`src/rtl/carrier_start_sequencer_pkg.sv`:
```
// Shared definitions for the carrier run-control sequencer: state encoding,
// default sizing and a small width helper.
package carrier_start_sequencer_pkg;

  // Width of the carrier period counters; the sequencer delays reuse it.
  localparam int PWMCOUNT_WIDTH = 16;

  localparam int N_CARR_DEFAULT    = 8;
  localparam int DLY_WIDTH_DEFAULT = PWMCOUNT_WIDTH;

  typedef enum logic [1:0] {
    IDLE,
    STAGGER,
    RUN,
    DRAIN
  } seq_state_e;

  // Index register width for a channel count, never narrower than 1 bit.
  function automatic int idx_width(input int n);
    return (n > 1) ? $clog2(n) : 1;
  endfunction

endpackage

```
`src/rtl/carrier_start_sequencer_if.sv`:
```
// Control/status bundle between the register bank (master) and the
// sequencer (slave). The carrier maskevent lines ride along as inputs.
interface carrier_start_sequencer_if
  import carrier_start_sequencer_pkg::*;
#(
  parameter int N_CARR    = N_CARR_DEFAULT,
  parameter int DLY_WIDTH = DLY_WIDTH_DEFAULT
) ();

  logic                 start_req;
  logic                 stop_req;
  logic [N_CARR-1:0]    chan_mask;
  logic [DLY_WIDTH-1:0] stagger_dly;
  logic [DLY_WIDTH-1:0] drain_timeout;
  logic [N_CARR-1:0]    maskevent;

  logic [N_CARR-1:0]    pwm_onoff;
  logic                 busy;
  logic                 running;
  logic                 done;
  logic                 fault;

  modport master (
    output start_req, stop_req, chan_mask, stagger_dly, drain_timeout, maskevent,
    input  pwm_onoff, busy, running, done, fault
  );

  modport slave (
    input  start_req, stop_req, chan_mask, stagger_dly, drain_timeout, maskevent,
    output pwm_onoff, busy, running, done, fault
  );

endinterface

```
`src/rtl/seq_delay_counter.sv`:
```
// Loadable saturating down-counter with a zero flag. Used for both the
// per-channel stagger delay and the drain timeout.
module seq_delay_counter #(
  parameter int WIDTH = 16
) (
  input  logic             clk,
  input  logic             reset,
  input  logic             load,
  input  logic [WIDTH-1:0] load_val,
  input  logic             dec,
  output logic             zero
);

  logic [WIDTH-1:0] count;

  // Load has priority; decrementing stops at zero instead of wrapping.
  always_ff @(posedge clk) begin
    if (reset) begin
      count <= '0;
    end else if (load) begin
      count <= load_val;
    end else if (dec && (count != '0)) begin
      count <= count - WIDTH'(1);
    end
  end

  assign zero = (count == '0);

endmodule

```
`src/rtl/carrier_start_sequencer.sv`:
```
// Run-control sequencer: enables carrier channels in ascending order with a
// programmable stagger, and on stop releases each channel only at its own
// maskevent so no carrier period is cut short.
module carrier_start_sequencer
  import carrier_start_sequencer_pkg::*;
#(
  parameter int N_CARR    = N_CARR_DEFAULT,
  parameter int DLY_WIDTH = DLY_WIDTH_DEFAULT
) (
  input logic clk,
  input logic reset,
  carrier_start_sequencer_if.slave bus
);

  localparam int IDX_W = idx_width(N_CARR);
  localparam logic [IDX_W-1:0] LAST_IDX = IDX_W'(N_CARR - 1);

  seq_state_e           state;
  logic [IDX_W-1:0]     idx;
  logic                 first;
  logic [N_CARR-1:0]    mask_q;
  logic [DLY_WIDTH-1:0] dly_q;
  logic                 tmo_en_q;

  logic [N_CARR-1:0]    pwm_q;
  logic                 busy_q;
  logic                 running_q;
  logic                 done_q;
  logic                 fault_q;

  logic                 start_ok;
  logic                 stop_accept;
  logic                 cur_bit;
  logic                 stag_last;
  logic                 stag_load;
  logic [DLY_WIDTH-1:0] stag_load_val;
  logic                 stag_dec;
  logic                 stag_zero;
  logic                 tmo_load;
  logic [DLY_WIDTH-1:0] tmo_load_val;
  logic                 tmo_dec;
  logic                 tmo_zero;
  logic [N_CARR-1:0]    drain_clr;

  // Decode counter controls and step conditions from the current state.
  // A stagger slot of dly+1 cycles is: one enabling cycle, then dly-1 loaded
  // into the counter and the slot ends on the cycle it reads zero.
  always_comb begin
    start_ok      = bus.start_req && !bus.stop_req && (bus.chan_mask != '0);
    stop_accept   = bus.stop_req && ((state == STAGGER) || (state == RUN));
    cur_bit       = mask_q[idx];
    stag_last     = !cur_bit || (first ? (dly_q == '0) : stag_zero);
    stag_load     = 1'b0;
    stag_load_val = '0;
    if ((state == IDLE) && start_ok) begin
      stag_load = 1'b1;
    end else if ((state == STAGGER) && !bus.stop_req && first && cur_bit) begin
      stag_load     = 1'b1;
      stag_load_val = dly_q - DLY_WIDTH'(1);
    end
    stag_dec     = (state == STAGGER) && !first;
    tmo_load     = stop_accept;
    tmo_load_val = (bus.drain_timeout == '0) ? '0 : bus.drain_timeout - DLY_WIDTH'(1);
    tmo_dec      = (state == DRAIN);
  end

  seq_delay_counter #(.WIDTH(DLY_WIDTH)) u_stagger_cnt (
    .clk      (clk),
    .reset    (reset),
    .load     (stag_load),
    .load_val (stag_load_val),
    .dec      (stag_dec),
    .zero     (stag_zero)
  );

  seq_delay_counter #(.WIDTH(DLY_WIDTH)) u_timeout_cnt (
    .clk      (clk),
    .reset    (reset),
    .load     (tmo_load),
    .load_val (tmo_load_val),
    .dec      (tmo_dec),
    .zero     (tmo_zero)
  );

  // A channel may be released only while it is on and its carrier reports a mask event.
  for (genvar k = 0; k < N_CARR; k++) begin : g_drain
    assign drain_clr[k] = pwm_q[k] & bus.maskevent[k];
  end

  // Sequencer FSM; every output is registered alongside the state.
  always_ff @(posedge clk) begin
    if (reset) begin
      state     <= IDLE;
      idx       <= '0;
      first     <= 1'b0;
      mask_q    <= '0;
      dly_q     <= '0;
      tmo_en_q  <= 1'b0;
      pwm_q     <= '0;
      busy_q    <= 1'b0;
      running_q <= 1'b0;
      done_q    <= 1'b0;
      fault_q   <= 1'b0;
    end else begin
      done_q <= 1'b0;
      case (state)
        IDLE: begin
          if (start_ok) begin
            mask_q  <= bus.chan_mask;
            dly_q   <= bus.stagger_dly;
            idx     <= '0;
            first   <= 1'b1;
            fault_q <= 1'b0;
            busy_q  <= 1'b1;
            state   <= STAGGER;
          end
        end
        STAGGER: begin
          if (bus.stop_req) begin
            tmo_en_q <= (bus.drain_timeout != '0);
            state    <= DRAIN;
          end else begin
            if (first && cur_bit) begin
              pwm_q[idx] <= 1'b1;
            end
            if (stag_last) begin
              first <= 1'b1;
              if (idx == LAST_IDX) begin
                running_q <= 1'b1;
                state     <= RUN;
              end else begin
                idx <= idx + 1'b1;
              end
            end else begin
              first <= 1'b0;
            end
          end
        end
        RUN: begin
          if (bus.stop_req) begin
            tmo_en_q  <= (bus.drain_timeout != '0);
            running_q <= 1'b0;
            state     <= DRAIN;
          end
        end
        DRAIN: begin
          if (pwm_q == '0) begin
            busy_q <= 1'b0;
            done_q <= 1'b1;
            state  <= IDLE;
          end else if (tmo_en_q && tmo_zero) begin
            pwm_q   <= '0;
            fault_q <= 1'b1;
            busy_q  <= 1'b0;
            done_q  <= 1'b1;
            state   <= IDLE;
          end else begin
            pwm_q <= pwm_q & ~drain_clr;
          end
        end
        default: state <= IDLE;
      endcase
    end
  end

  assign bus.pwm_onoff = pwm_q;
  assign bus.busy      = busy_q;
  assign bus.running   = running_q;
  assign bus.done      = done_q;
  assign bus.fault     = fault_q;

endmodule
```
`src/flat_wrapper.sv`:
```
// flat-port wrapper written by rule: the top's interface ports become plain ports
module carrier_start_sequencer_flat import carrier_start_sequencer_pkg::*;
#(
  parameter int N_CARR    = N_CARR_DEFAULT,
  parameter int DLY_WIDTH = DLY_WIDTH_DEFAULT
)
  (clk, reset, bus_start_req, bus_stop_req, bus_chan_mask, bus_stagger_dly, bus_drain_timeout, bus_maskevent, bus_pwm_onoff, bus_busy, bus_running, bus_done, bus_fault);
  carrier_start_sequencer_if #(.N_CARR(N_CARR), .DLY_WIDTH(DLY_WIDTH)) bus_i ();
  input logic clk;
  input logic reset;
  input wire logic [$bits(bus_i.start_req)-1:0] bus_start_req;
  input wire logic [$bits(bus_i.stop_req)-1:0] bus_stop_req;
  input wire logic [$bits(bus_i.chan_mask)-1:0] bus_chan_mask;
  input wire logic [$bits(bus_i.stagger_dly)-1:0] bus_stagger_dly;
  input wire logic [$bits(bus_i.drain_timeout)-1:0] bus_drain_timeout;
  input wire logic [$bits(bus_i.maskevent)-1:0] bus_maskevent;
  output wire logic [$bits(bus_i.pwm_onoff)-1:0] bus_pwm_onoff;
  output wire logic [$bits(bus_i.busy)-1:0] bus_busy;
  output wire logic [$bits(bus_i.running)-1:0] bus_running;
  output wire logic [$bits(bus_i.done)-1:0] bus_done;
  output wire logic [$bits(bus_i.fault)-1:0] bus_fault;
  assign bus_i.start_req = bus_start_req;
  assign bus_i.stop_req = bus_stop_req;
  assign bus_i.chan_mask = bus_chan_mask;
  assign bus_i.stagger_dly = bus_stagger_dly;
  assign bus_i.drain_timeout = bus_drain_timeout;
  assign bus_i.maskevent = bus_maskevent;
  assign bus_pwm_onoff = bus_i.pwm_onoff;
  assign bus_busy = bus_i.busy;
  assign bus_running = bus_i.running;
  assign bus_done = bus_i.done;
  assign bus_fault = bus_i.fault;
  carrier_start_sequencer #(.N_CARR(N_CARR), .DLY_WIDTH(DLY_WIDTH)) u_core (.clk(clk), .reset(reset), .bus(bus_i));
endmodule
```
`config.mk`:
```
export PLATFORM = sky130hd
export DESIGN_NAME = carrier_start_sequencer_flat
export DESIGN_NICKNAME = d
export VERILOG_FILES = /design/src/rtl/carrier_start_sequencer_pkg.sv /design/src/rtl/carrier_start_sequencer_if.sv /design/src/rtl/seq_delay_counter.sv /design/src/rtl/carrier_start_sequencer.sv /design/src/flat_wrapper.sv
export SDC_FILE = /design/constraint.sdc
export NUM_CORES = 1
export LEC_CHECK = 0
export CAP_MARGIN = 10
export CORE_MARGIN = 2
export CORE_UTILIZATION = 30
export DETAILED_ROUTE_END_ITERATION = 10
export GPL_ROUTABILITY_DRIVEN = 0
export HOLD_SLACK_MARGIN = 0.05
export PLACE_DENSITY = 0.56
export SLEW_MARGIN = 40
export SYNTH_ARGS = -nofsm -noshare
export SYNTH_HDL_FRONTEND = slang
export SYNTH_SLANG_ARGS = --single-unit
```
`constraint.sdc`:
```
create_clock -name clk -period 3.86 [get_ports clk]
set_input_delay 0.772 -clock clk [delete_from_list [all_inputs] [get_ports clk]]
set_output_delay 0.772 -clock clk [all_outputs]
set_load 0.01 [all_outputs]
```
-- Word level (Yosys, flattened, before mapping)
Cells that the tools add are included.
- output and inout port bits: 12
- flip-flop bits (word level): 75
- order comparisons: 2
- reductions and logical operators: 45
- $add $sub $neg: 5
- bitwise gates (word level): 12
- multiplexer cells: 50
- equal/unequal tests: 16
- operators by type and width (cell ; count):
    $mux W16 ; 7
    $logic_not A16 Y1 ; 4
    $sub A16 B1 Y16 const B ; 4
    $reduce_bool A16 Y1 ; 3
    $mux W8 ; 4
    $mux W1 ; 19
    $pmux W8 S2 ; 1
    $reduce_and A5 Y1 ; 3
    $mux W2 ; 7
    $logic_and A1 B1 Y1 ; 13
    $mux W3 ; 4
    $ne A2 B2 Y1 const B ; 6
    $reduce_bool A2 Y1 ; 6
    $and A1 B1 Y1 ; 8
    $and A8 B8 Y8 ; 1
    $logic_not A8 Y1 ; 1
    $not A8 Y8 ; 1
    $or A8 B8 Y8 ; 1
    $pmux W1 S2 ; 4
    $pmux W2 S4 ; 1
    $reduce_and A4 Y1 ; 2
    $reduce_bool A8 Y1 ; 1
    $ne A2 B1 Y1 const B ; 3
    $pmux W3 S2 ; 1
    18 further kinds ; 25

-- Longest topological paths before layout
Gate-level depths: netlist of the first run.
- depth in word-level cells: 8
- depth in mapped cells: 10
- depth with buffers taken out: 8

-- By module
A second synthesis of the first run with hierarchy kept.
- cell total of the unflattened synthesis: 584
- area total of the unflattened synthesis: 4951.0 um2
- modules (own cells, without submodules) (module ; area each (um2) ; times used ; sequential area each (um2) ; cells each):
    carrier_start_sequencer ; 2663.8 ; 1 ; 860.8 ; 324
    seq_delay_counter ; 1143.6 ; 2 ; 320.3 ; 130

-- Worst setup path after synthesis of the first run
No wires, ideal clock.
- path kind: input port to flip-flop
- start: input bus_drain_timeout[0]
- end: register u_core.u_timeout_cnt.count[12]
- required time: 3.801 ns
- cell stages on the path: 8
- arrival: 2.404 ns
- setup slack: 1.397 ns
- library setup time: 0.059 ns
- path through: inv_1 -> ha_1 -> or4b_2 -> nor3_2 -> xnor2_1 -> or3_1 -> a21oi_1 -> o2bb2a_1
- word-level cells in the longest chain between the ends: 3
- elaborated cells between the ends (all ways): 4
- RTL lines (element ; RTL line ; text):
    start: declaration ; flat_wrapper.sv:15 ; input wire logic [$bits(bus_i.drain_timeout)-1:0] bus_drain_timeout;
    $sub A16 B1 Y16 / $logic_not A16 Y1 (equally long branches) ; carrier_start_sequencer.sv:63 ; tmo_load_val = (bus.drain_timeout == '0) ? '0 : bus.drain_timeout - DLY_WIDTH'(1);
    $mux W16 * ; carrier_start_sequencer.sv:63 ;
    $mux W16 * ; seq_delay_counter.sv:20 ; end else if (load) begin
    end signal: assignment ; seq_delay_counter.sv:21 ; count <= load_val;
    end signal: assignment ; seq_delay_counter.sv:23 ; count <= count - WIDTH'(1);
    end: declaration ; seq_delay_counter.sv:14 ; logic [WIDTH-1:0] count;
Mark *: on every way between the ends. The rest lies on a longest branch, timed or not.
A chain may end at the register's enable or synchronous reset.

-- Worst setup path in the final report of the first run
- start: input bus_stop_req
- end: register u_core.u_stagger_cnt.count[8]
- word-level cells in the longest chain between the ends: 7
- elaborated cells between the ends (all ways): 13
- RTL lines (element ; RTL line ; text):
    start: declaration ; flat_wrapper.sv:12 ; input wire logic [$bits(bus_i.stop_req)-1:0] bus_stop_req;
    $logic_not A1 Y1 * ; carrier_start_sequencer.sv:49, carrier_start_sequencer.sv:57 ;
    $logic_and A1 B1 Y1 (3 in a row) ; carrier_start_sequencer.sv:57 ; end else if ((state == STAGGER) && !bus.stop_req && first && cur_bit) begin
    $mux W16 / $mux W1 (equally long branches) ; carrier_start_sequencer.sv:57 ;
    $mux W16 / $mux W1 (equally long branches) ; carrier_start_sequencer.sv:55 ; if ((state == IDLE) && start_ok) begin
    $mux W16 / $reduce_bool A2 Y1 (equally long branches) ; n/a ;
    end signal: assignment ; seq_delay_counter.sv:21 ;
    end signal: assignment ; seq_delay_counter.sv:23 ;
    end: declaration ; seq_delay_counter.sv:14 ;
Marked as above.

==> results of run 1 <==
[worst min-delay path: stages, from the launching register on]
cell and delay [ns]:
dfxtp_1 0.31, nand2_1 0.05, a21oi_1 0.06
[state kept, by name, indices dropped and copies added, names as in the netlist, 2 cells and up]
name / count
u_core.idx: 3
u_core.u_timeout_cnt.count: 16
u_core.state: 2
u_core.bus.pwm_onoff: 8
u_core.u_stagger_cnt.count: 16
u_core.dly_q: 16
u_core.mask_q: 8
[routing by layer]
| metal | vias up | routed length [um] |
|---|---|---|
| met5 | - | 0 |
| met4 | 0 | 312 |
| met3 | 23 | 646 |
| met2 | 106 | 6260 |
| met1 | 2135 | 6080 |
| li1 | 2185 | - |
[per-stage QoR]
| step | area, sq um | hold slack [ns] |
|---|---|---|
| 6_report | 5600 | 0.458 |
| 5_1_grt | 5600 | 0.478 |
| 4_1_cts | 5600 | 0.458 |
| 3_5_place_dp | 5260 | 0.450 |
| 3_3_place_gp | 5260 | 0.443 |
| 2_1_floorplan | 4480 | 0.433 |
[report_power, final]
part	switching (mW)	internal, mW	leakage (nW)
Sequential	0.238	0.981	0.611
Combinational	1.31	0.928	1.22
Clock	0.348	0.630	0.165
Total	1.90	2.54	1.99
[area by class of cell]
| class | count | share of cell area |
|---|---|---|
| Multi-Input combinational cell | 452 | 0.497 |
| Sequential cell | 75 | 0.268 |
| Timing Repair Buffer | 70 | 0.121 |
| Tap cell | 184 | 0.0411 |
| Clock buffer | 9 | 0.0402 |
| Clock inverter | 7 | 0.0208 |
| Inverter | 18 | 0.0121 |
[final timing paths]
path | start | to | slack, ns | cells after the start
worst min-delay path | u_core.mask_q[0] | u_core.mask_q[0] | 0.46 | 2
worst max-delay path | bus_stop_req | u_core.u_stagger_cnt.count[8] | 0.97 | 6
worst max register to register | u_core.idx[0] | u_core.u_stagger_cnt.count[8] | 1.15 | 7
worst min register to register | u_core.mask_q[0] | u_core.mask_q[0] | 0.46 | 2
[cells by family (layout without fill, tap and decap cells)]
group                      after synthesis  count (layout)  synth area share
and+or+nand+nor                        257             257             0.295
buffers and inverters                   47             104            0.0450
xor gates and xnor gates                32              32            0.0626
muxes                                    8               8            0.0187
adders and majority gates               13              13            0.0363
DFF                                     75              75             0.335
AOI/OAI and AO/OA                      142             142             0.207
[synth_stat cells, drive strengths merged, types with 8 or more instances]
cell type | number | area (sq um)
nand2 | 77 | 289
dfxtp | 75 | 1500
nor2 | 57 | 214
a21oi | 51 | 255
nor3 | 35 | 190
xnor2 | 19 | 166
clkbuf | 18 | 67.6
inv | 18 | 67.6
o21ai | 17 | 85.1
nor4 | 16 | 121
nand3 | 15 | 75.1
ha | 13 | 163
xor2 | 13 | 114
o21a | 12 | 90.1
buf | 11 | 66.3
a211oi | 10 | 75.1
a31oi | 9 | 56.3
nand2b | 9 | 56.3
or4 | 8 | 61.3
==> reports/qor.txt, run 1 <==
Critical Path Slowest Stage Cell - clkdlybuf4s50_1
RSZ-0062 raised after global routing - no
Fill cell count - 1503
Place WS - 0.645 ns
Run status - completed
Core area - 14600 sq um
Pin count of the biggest net entering global routing - 37
Net Count, Synth - 639
Drt first pass iters - 5
Worst Setup Start Kind - primary input
Seq/Total Area, Yosys - 0.335
Worst path max stage delay - 0.58 ns
Most frequent cells in the layout - 77 x nand2_1, 75 x dfxtp_1, 62 x clkdlybuf4s50_1
CTS tree - yes
Syn avg cell area - 7.81 sq um
Vias per cell - 5.46
Inst Count DP - 799
Worst skew pair latency - 0.35 ns
Final setup viols - 0
Crit path DAT - 3.13 ns
Top FF cell, synth - dfxtp_1
Synth Instances - 574
Drt initial violations - 330
Core Rows - 44
Setup CP Type - primary input to register
Multi-input gate area - 2780 sq um
Hold Fails Final Rpt - 0
Global route overflow - 0
Post-synthesis cell type count - 71
Htree depth - 3
Global route hottest layer - met2
Met1 Resource Use GR - 0.208
First-pass GRT wire length - 21500 um
Clk Tree Root Cell - clkbuf_16
Top Ports - 64
Hold buffer count at cts - 0
P_leak - 1.99 nW
Grt met2 use - 0.278
Die ar. - 15900 sq um
Post-synth EDFFs - 0
PortBufs - 63
Post-Layout Cell Count - 815
Fraction of layout cells with a size suffix above 1 - 0.0697
Initial antenna violation count - 0
Setup crit end kind - register
Pwr Total - 4.44 mW
N_diodes - 0
Setup Buffers After CTS - 0
Die Width - 126 um
WP buf/inv - 1
Total track usage - 0.167
Number of global-route vias before repair - 4264
Final setup margin - 0.973 ns
Clk buf depth - 2
Synth Register Bits - 75
Chip height - 126 um
Cell class contributing the biggest share of worst-path delay - compound AO/OA/AOI/OAI gates
Sequential cell area - 1500 sq um
Yosys warning count - 0
Worst Path Max Fanout - 12
CTS clk-pin slew, worst paths - 0.06 ns
Met3 global-route usage - 0.0297
Min Clock Period, post-route - 2.89 ns
Commonest non-fill, non-tap cell in the layout - nand2_1
DPL Wire Length - 9920 um
Crit path cell chain - clkdlybuf4s50_1 -> a211o_1 -> or2_2 -> nand3_1 -> o21ai_0 -> a2111oi_2
Hold WC Path Type - register to register
F_max - 346 MHz
Post-Syn Area - 4480 sq um
Drc violations - 0
MaxCap Viol Count - 0
Post-route antenna net violation count - 0
Slew margin rel. - 0.524
TritonCTS Buffers - 9
Skew final - 0.00703 ns
Asr flop ratio synth - 0
Critical Path RT - 4.11 ns
VDD IR max - 0.294 mV
Fin. max-slew vios - 0
Drt total wl - 13300 um
Post-CTS sizing - 0
Tcrit/Tclk final - 0.748
Area Growth Syn to Fin - 25.0%
Power density cells - 793 nW/um^2
Starting Density - 0.307
Drt wl/cell - 16.3 um
Core Util, Final - 0.384
Clock sink count - 75
Fin nets - 691
TNS Setup - 0 ns
Worst-Margin Slew - 0.713 ns
Vias - 4449
Note: power is estimated with default switching activity, not from simulation.
==> inputs of run 2 (changes only) <==
==> constraint.sdc (replaced) <==
create_clock -name clk -period 2.9 [get_ports clk]
set_input_delay 0.58 -clock clk [delete_from_list [all_inputs] [get_ports clk]]
set_output_delay 0.58 -clock clk [all_outputs]
set_load 0.01 [all_outputs]
==> run 2 against run 1 <==
Compared with the run above:
- combinational power up 39%
- sequential share of layout area down 0.75 points
- final cell count up 2.8%
- worst hold slack about the same
- cell area up 2.9%
- die area unchanged
- clock-buffer cell count up 3
- critical endpoint is now u_core.u_timeout_cnt.count[12]
==> reports/qor.txt, run 2 (synthesis results as in run 1) <==
Number of global-route vias before repair - 4263
RSZ-0062 raised after global routing - no
Setup crit end kind - register
Crit path DAT - 2.79 ns
Routed wl met2 - 6260 um
First-pass GRT wire length - 21100 um
Slew margin rel. - 0.560
Power density cells - 1030 nW/um^2
Clock sink count - 75
Skew final - 0.00623 ns
DPL Wire Length - 10100 um
Top Ports - 64
Final setup margin - 0.397 ns
Post-CTS sizing - 0
Area Growth Syn to Fin - 28.5%
Hold buffer count at cts - 0
Clk buf depth - 2
Routed met3 length - 652 um
TritonCTS Buffers - 9
PortBufs - 63
Drt wl/cell - 15.6 um
Drt total wl - 13100 um
Post-Layout Cell Count - 838
VDD IR max - 0.331 mV
Drt first pass iters - 4
Global route overflow - 0
Worst skew pair latency - 0.34 ns
MaxCap Viol Count - 0
Design Area, Final - 5760 sq um
Critical Path RT - 3.18 ns
Tcrit/Tclk final - 0.863
Most frequent cells in the layout - 77 x nand2_1, 75 x dfxtp_1, 62 x clkdlybuf4s50_1
Core area - 14600 sq um
Htree depth - 3
Run status - completed
CTS clk-pin slew, worst paths - 0.06 ns
Starting Density - 0.307
Top Layer Used - met4
CTS tree - yes
Die ar. - 15900 sq um
Fraction of layout cells with a size suffix above 1 - 0.101
TNS Setup - 0 ns
Chip height - 126 um
Pin count of the biggest net entering global routing - 27
Hold WC Path Type - register to register
Hold Fails Final Rpt - 0
Regs by FF count - u_core.dly_q: 16 flops, u_core.u_stagger_cnt.count: 16 flops, u_core.u_timeout_cnt.count: 16 flops
Core Rows - 44
Metal-1 WL - 5890 um
Clk Tree Root Cell - clkbuf_16
Setup CP Type - primary input to register
Post-route antenna net violation count - 0
Setup Buffers After CTS - 0
N_diodes - 0
P_leak - 2.10 nW
Drc violations - 0
Final setup viols - 0
Initial antenna violation count - 0
Min Clock Period, post-route - 2.50 ns
Vias - 4468
Placed Area - 5430 sq um
Inst Count DP - 822
Critical Path Slowest Stage Cell - or4b_2
Commonest non-fill, non-tap cell in the layout - nand2_1
Worst Setup Start Kind - primary input
Die Width - 126 um
Worst Path Max Fanout - 4
F_max - 400 MHz
Place WS - 0.0702 ns
Total track usage - 0.165
Vias per cell - 5.33
Cell class contributing the biggest share of worst-path delay - simple AND/OR/NAND/NOR gates
WP buf/inv - 2
Worst path max stage delay - 0.64 ns
Drt initial violations - 285
Pwr Total - 5.96 mW
Fin nets - 714
Fin. max-slew vios - 0
Worst-Margin Slew - 0.656 ns
Crit path cell chain - clkdlybuf4s50_1 -> inv_1 -> ha_1 -> or4b_2 -> nor3_2 -> xnor2_1 -> or3_1 -> a21oi_1 -> o2bb2a_1
-- run 2: changes by cell type in the layout (fill, tap and decap cells not counted) --
cell and change:
bufinv_16 -1, clkinv_4 -1, clkbuf_8 +2, clkinv_2 -1, buf_4 +23, clkbuf_1 +1
-- run 2: final cells by class --
| type | count | area (sq um) |
|---|---|---|
| clock buffer | 12 | 256 |
| clock inverter | 4 | 72.6 |
| fill | 1481 | 8830 |
| inverter | 18 | 67.6 |
| multi-input combinational | 452 | 2780 |
| sequential | 75 | 1500 |
| tap | 184 | 230 |
| timing repair buffer | 93 | 851 |
-- run 2: power by group --
part / switching, mW / internal, mW / leakage, nW
Combinational: 1.77 / 1.34 / 1.33
Sequential: 0.317 / 1.31 / 0.611
Clock: 0.429 / 0.799 / 0.159
-- run 2: path summary, 6_finish.rpt --
| path | from | end | cells after the start | slack (ns) |
|---|---|---|---|---|
| worst max-delay path | bus_drain_timeout[0] | u_core.u_timeout_cnt.count[12] | 9 | 0.40 |
| worst min-delay path | u_core.mask_q[6] | u_core.mask_q[6] | 2 | 0.46 |
| worst max register to register | u_core.u_stagger_cnt.count[0] | u_core.idx[0] | 8 | 0.50 |
| worst min register to register | u_core.mask_q[6] | u_core.mask_q[6] | 2 | 0.46 |
-- run 2: per-layer routing --
metal / GRT usage / vias up
li1: - / 2236
met1: 0.206 / 2113
met2: 0.276 / 97
met3: 0.0340 / 22
met4: 0.0685 / 0
met5: 0 / -
-- run 2: tightest hold or removal path, stage by stage, from the launching register on --
cell and delay, ns:
dfxtp_1 0.31, nand2_1 0.05, a21oi_1 0.05
-- run 2: through the flow --
stage               utilization  hold WS [ns]
global placement          0.372         0.445
finish                    0.395         0.458
floorplan                     -         0.433
detailed placement        0.372         0.451
CTS                       0.395         0.461
global route              0.395         0.475
==> inputs of run 3 (changes only) <==
--- a/config.mk
+++ b/config.mk
@@ -7,11 +7,11 @@
 export LEC_CHECK = 0
 export CAP_MARGIN = 10
 export CORE_MARGIN = 2
-export CORE_UTILIZATION = 30
+export CORE_UTILIZATION = 45
 export DETAILED_ROUTE_END_ITERATION = 10
 export GPL_ROUTABILITY_DRIVEN = 0
 export HOLD_SLACK_MARGIN = 0.05
-export PLACE_DENSITY = 0.56
+export PLACE_DENSITY = 0.75
 export SLEW_MARGIN = 40
 export SYNTH_ARGS = -nofsm -noshare
 export SYNTH_HDL_FRONTEND = slang
==> run 3 against run 2 <==
Compared with the run above:
- cell area fell by 4.5%
- total power fell by 8.4%
- sequential power barely moved
- combinational power barely moved
- register-to-register slack improved by 0.04 ns
- die area fell by 32%
- critical path depth did not move
- utilization rose by 17 points
- worst setup slack improved by 0.0034 ns
- sequential share of layout area rose by 1.2 points
==> reports/qor.txt, run 3 (synthesis results as in run 1) <==
Critical Path RT - 3.19 ns
Clk Tree Root Cell - clkbuf_8
RSZ-0062 raised after global routing - no
Run status - completed
Worst r2r src - u_core.u_stagger_cnt.count[0]
Hold EP - u_core.tmo_en_q
VDD IR max - 0.468 mV
Worst skew pair latency - 0.35 ns
First-pass GRT wire length - 20200 um
Core Rows - 36
Vias - 4497
Final setup margin - 0.401 ns
Min Clock Period, post-route - 2.50 ns
Fraction of layout cells with a size suffix above 1 - 0.0896
Global route overflow - 0
Post-route antenna net violation count - 0
Drc violations - 0
Tcrit/Tclk final - 0.862
Hold depth - 2
PortBufs - 63
Power density cells - 993 nW/um^2
Drt initial violations - 245
Number of global-route vias before repair - 4372
Vias per cell - 5.77
Hold Fails Final Rpt - 0
Post-Layout Cell Count - 780
TNS Setup - 0 ns
Hold WC Path Type - register to register
Core area - 9730 sq um
Final setup viols - 0
Critical Path Slowest Stage Cell - or4b_2
Setup crit end kind - register
Clock sink count - 75
Die ar. - 10800 sq um
Worst-Margin Slew - 0.763 ns
Commonest non-fill, non-tap cell in the layout - nand2_1
Initial antenna violation count - 0
Crit path cell chain - clkdlybuf4s50_1 -> inv_1 -> ha_1 -> or4b_2 -> nor3_2 -> xnor2_1 -> or3_1 -> a21oi_1 -> o2bb2a_1
TritonCTS Buffers - 9
Drt first pass iters - 5
Place WS - 0.0486 ns
R2R cell count - 8
Setup CP Type - primary input to register
Inst Count DP - 765
Top Ports - 64
Regs by FF count - u_core.dly_q: 16 flops, u_core.u_stagger_cnt.count: 16 flops, u_core.u_timeout_cnt.count: 16 flops
Fin. max-slew vios - 0
Worst path max stage delay - 0.65 ns
Worst r2r dst - u_core.u_stagger_cnt.count[14]
Design Area, Final - 5500 sq um
Placed Area - 5320 sq um
Die Width - 104 um
Most frequent cells in the layout - 77 x nand2_1, 75 x dfxtp_1, 62 x clkdlybuf4s50_1
Total track usage - 0.222
Crit path DAT - 2.79 ns
CTS clk-pin slew, worst paths - 0.07 ns
Setup slack, reg-to-reg - 0.54 ns
Post-CTS sizing - 0
Drt wl/cell - 15.6 um
Worst Min Path Start - u_core.tmo_en_q
Slew margin rel. - 0.487
Worst Path Max Fanout - 4
Htree depth - 3
Drt total wl - 12200 um
Chip height - 104 um
Pin count of the biggest net entering global routing - 27
CTS tree - yes
Worst Setup Start Kind - primary input
Fin nets - 708
Hold buffer count at cts - 0
Setup Buffers After CTS - 0
F_max - 400 MHz
P_leak - 2.01 nW
N_diodes - 0
DPL Wire Length - 9240 um
Starting Density - 0.461
MaxCap Viol Count - 0
Area Growth Syn to Fin - 22.7%
Clk buf depth - 2
Pwr Total - 5.46 mW
Skew final - 0.00624 ns
[run 3: changes by cell type in the layout (fill, tap and decap cells not counted), sizes merged]
cell	change
clkbuf	+1
clkinvlp	-1
buf	-6
clkinv	+1
bufinv	-2
[run 3: where the power goes]
group	switching [mW]	internal, mW	total (mW)
sequential	0.322	1.30	1.63
combinational	1.76	1.32	3.08
clock	0.374	0.374	0.748
[run 3: critical path: cells and delay by family]
| kind | cells | cell delay (ns) |
|---|---|---|
| xor gates and xnor gates | 1 | 0.08 |
| AOI/OAI and AO/OA | 2 | 0.30 |
| buffers and inverters | 2 | 0.55 |
| and+or+nand+nor | 3 | 1.13 |
| adders and majority gates | 1 | 0.16 |
[run 3: how the worst max path moves through the flow]
stage / to / from / cells after the start
2_1_floorplan: u_core.u_timeout_cnt.count[12] / bus_drain_timeout[0] / 8
3_3_place_gp: u_core.u_timeout_cnt.count[12] / bus_drain_timeout[0] / 9
3_5_place_dp: u_core.u_timeout_cnt.count[12] / bus_drain_timeout[0] / 9
4_1_cts: u_core.u_timeout_cnt.count[12] / bus_drain_timeout[0] / 9
5_1_grt: u_core.u_timeout_cnt.count[12] / bus_drain_timeout[0] / 9
6_report: u_core.u_timeout_cnt.count[12] / bus_drain_timeout[0] / 9
[run 3: cell type report]
type	instances	area (sq um)
Clock buffer	13	169
Fill cell	921	4230
Clock inverter	2	10.0
Sequential cell	75	1500
Multi-Input combinational cell	452	2780
Inverter	18	67.6
Tap cell	133	166
Timing Repair Buffer	87	806
[run 3: per-layer routing]
metal / vias up / part of all wire / track usage
met3: 19 / 0.052 / 0.0428
li1: 2217 / - / -
met5: - / 0 / 0
met1: 2125 / 0.43 / 0.266
met4: 0 / 0.013 / 0.0685
met2: 136 / 0.51 / 0.402
[run 3: through the flow]
stage                     utilization  hold slack [ns]
after floorplan                     -            0.433
after global placement          0.547            0.441
after detailed placement        0.547            0.452
after CTS                       0.565            0.461
after global routing            0.565            0.485
final                           0.565            0.462
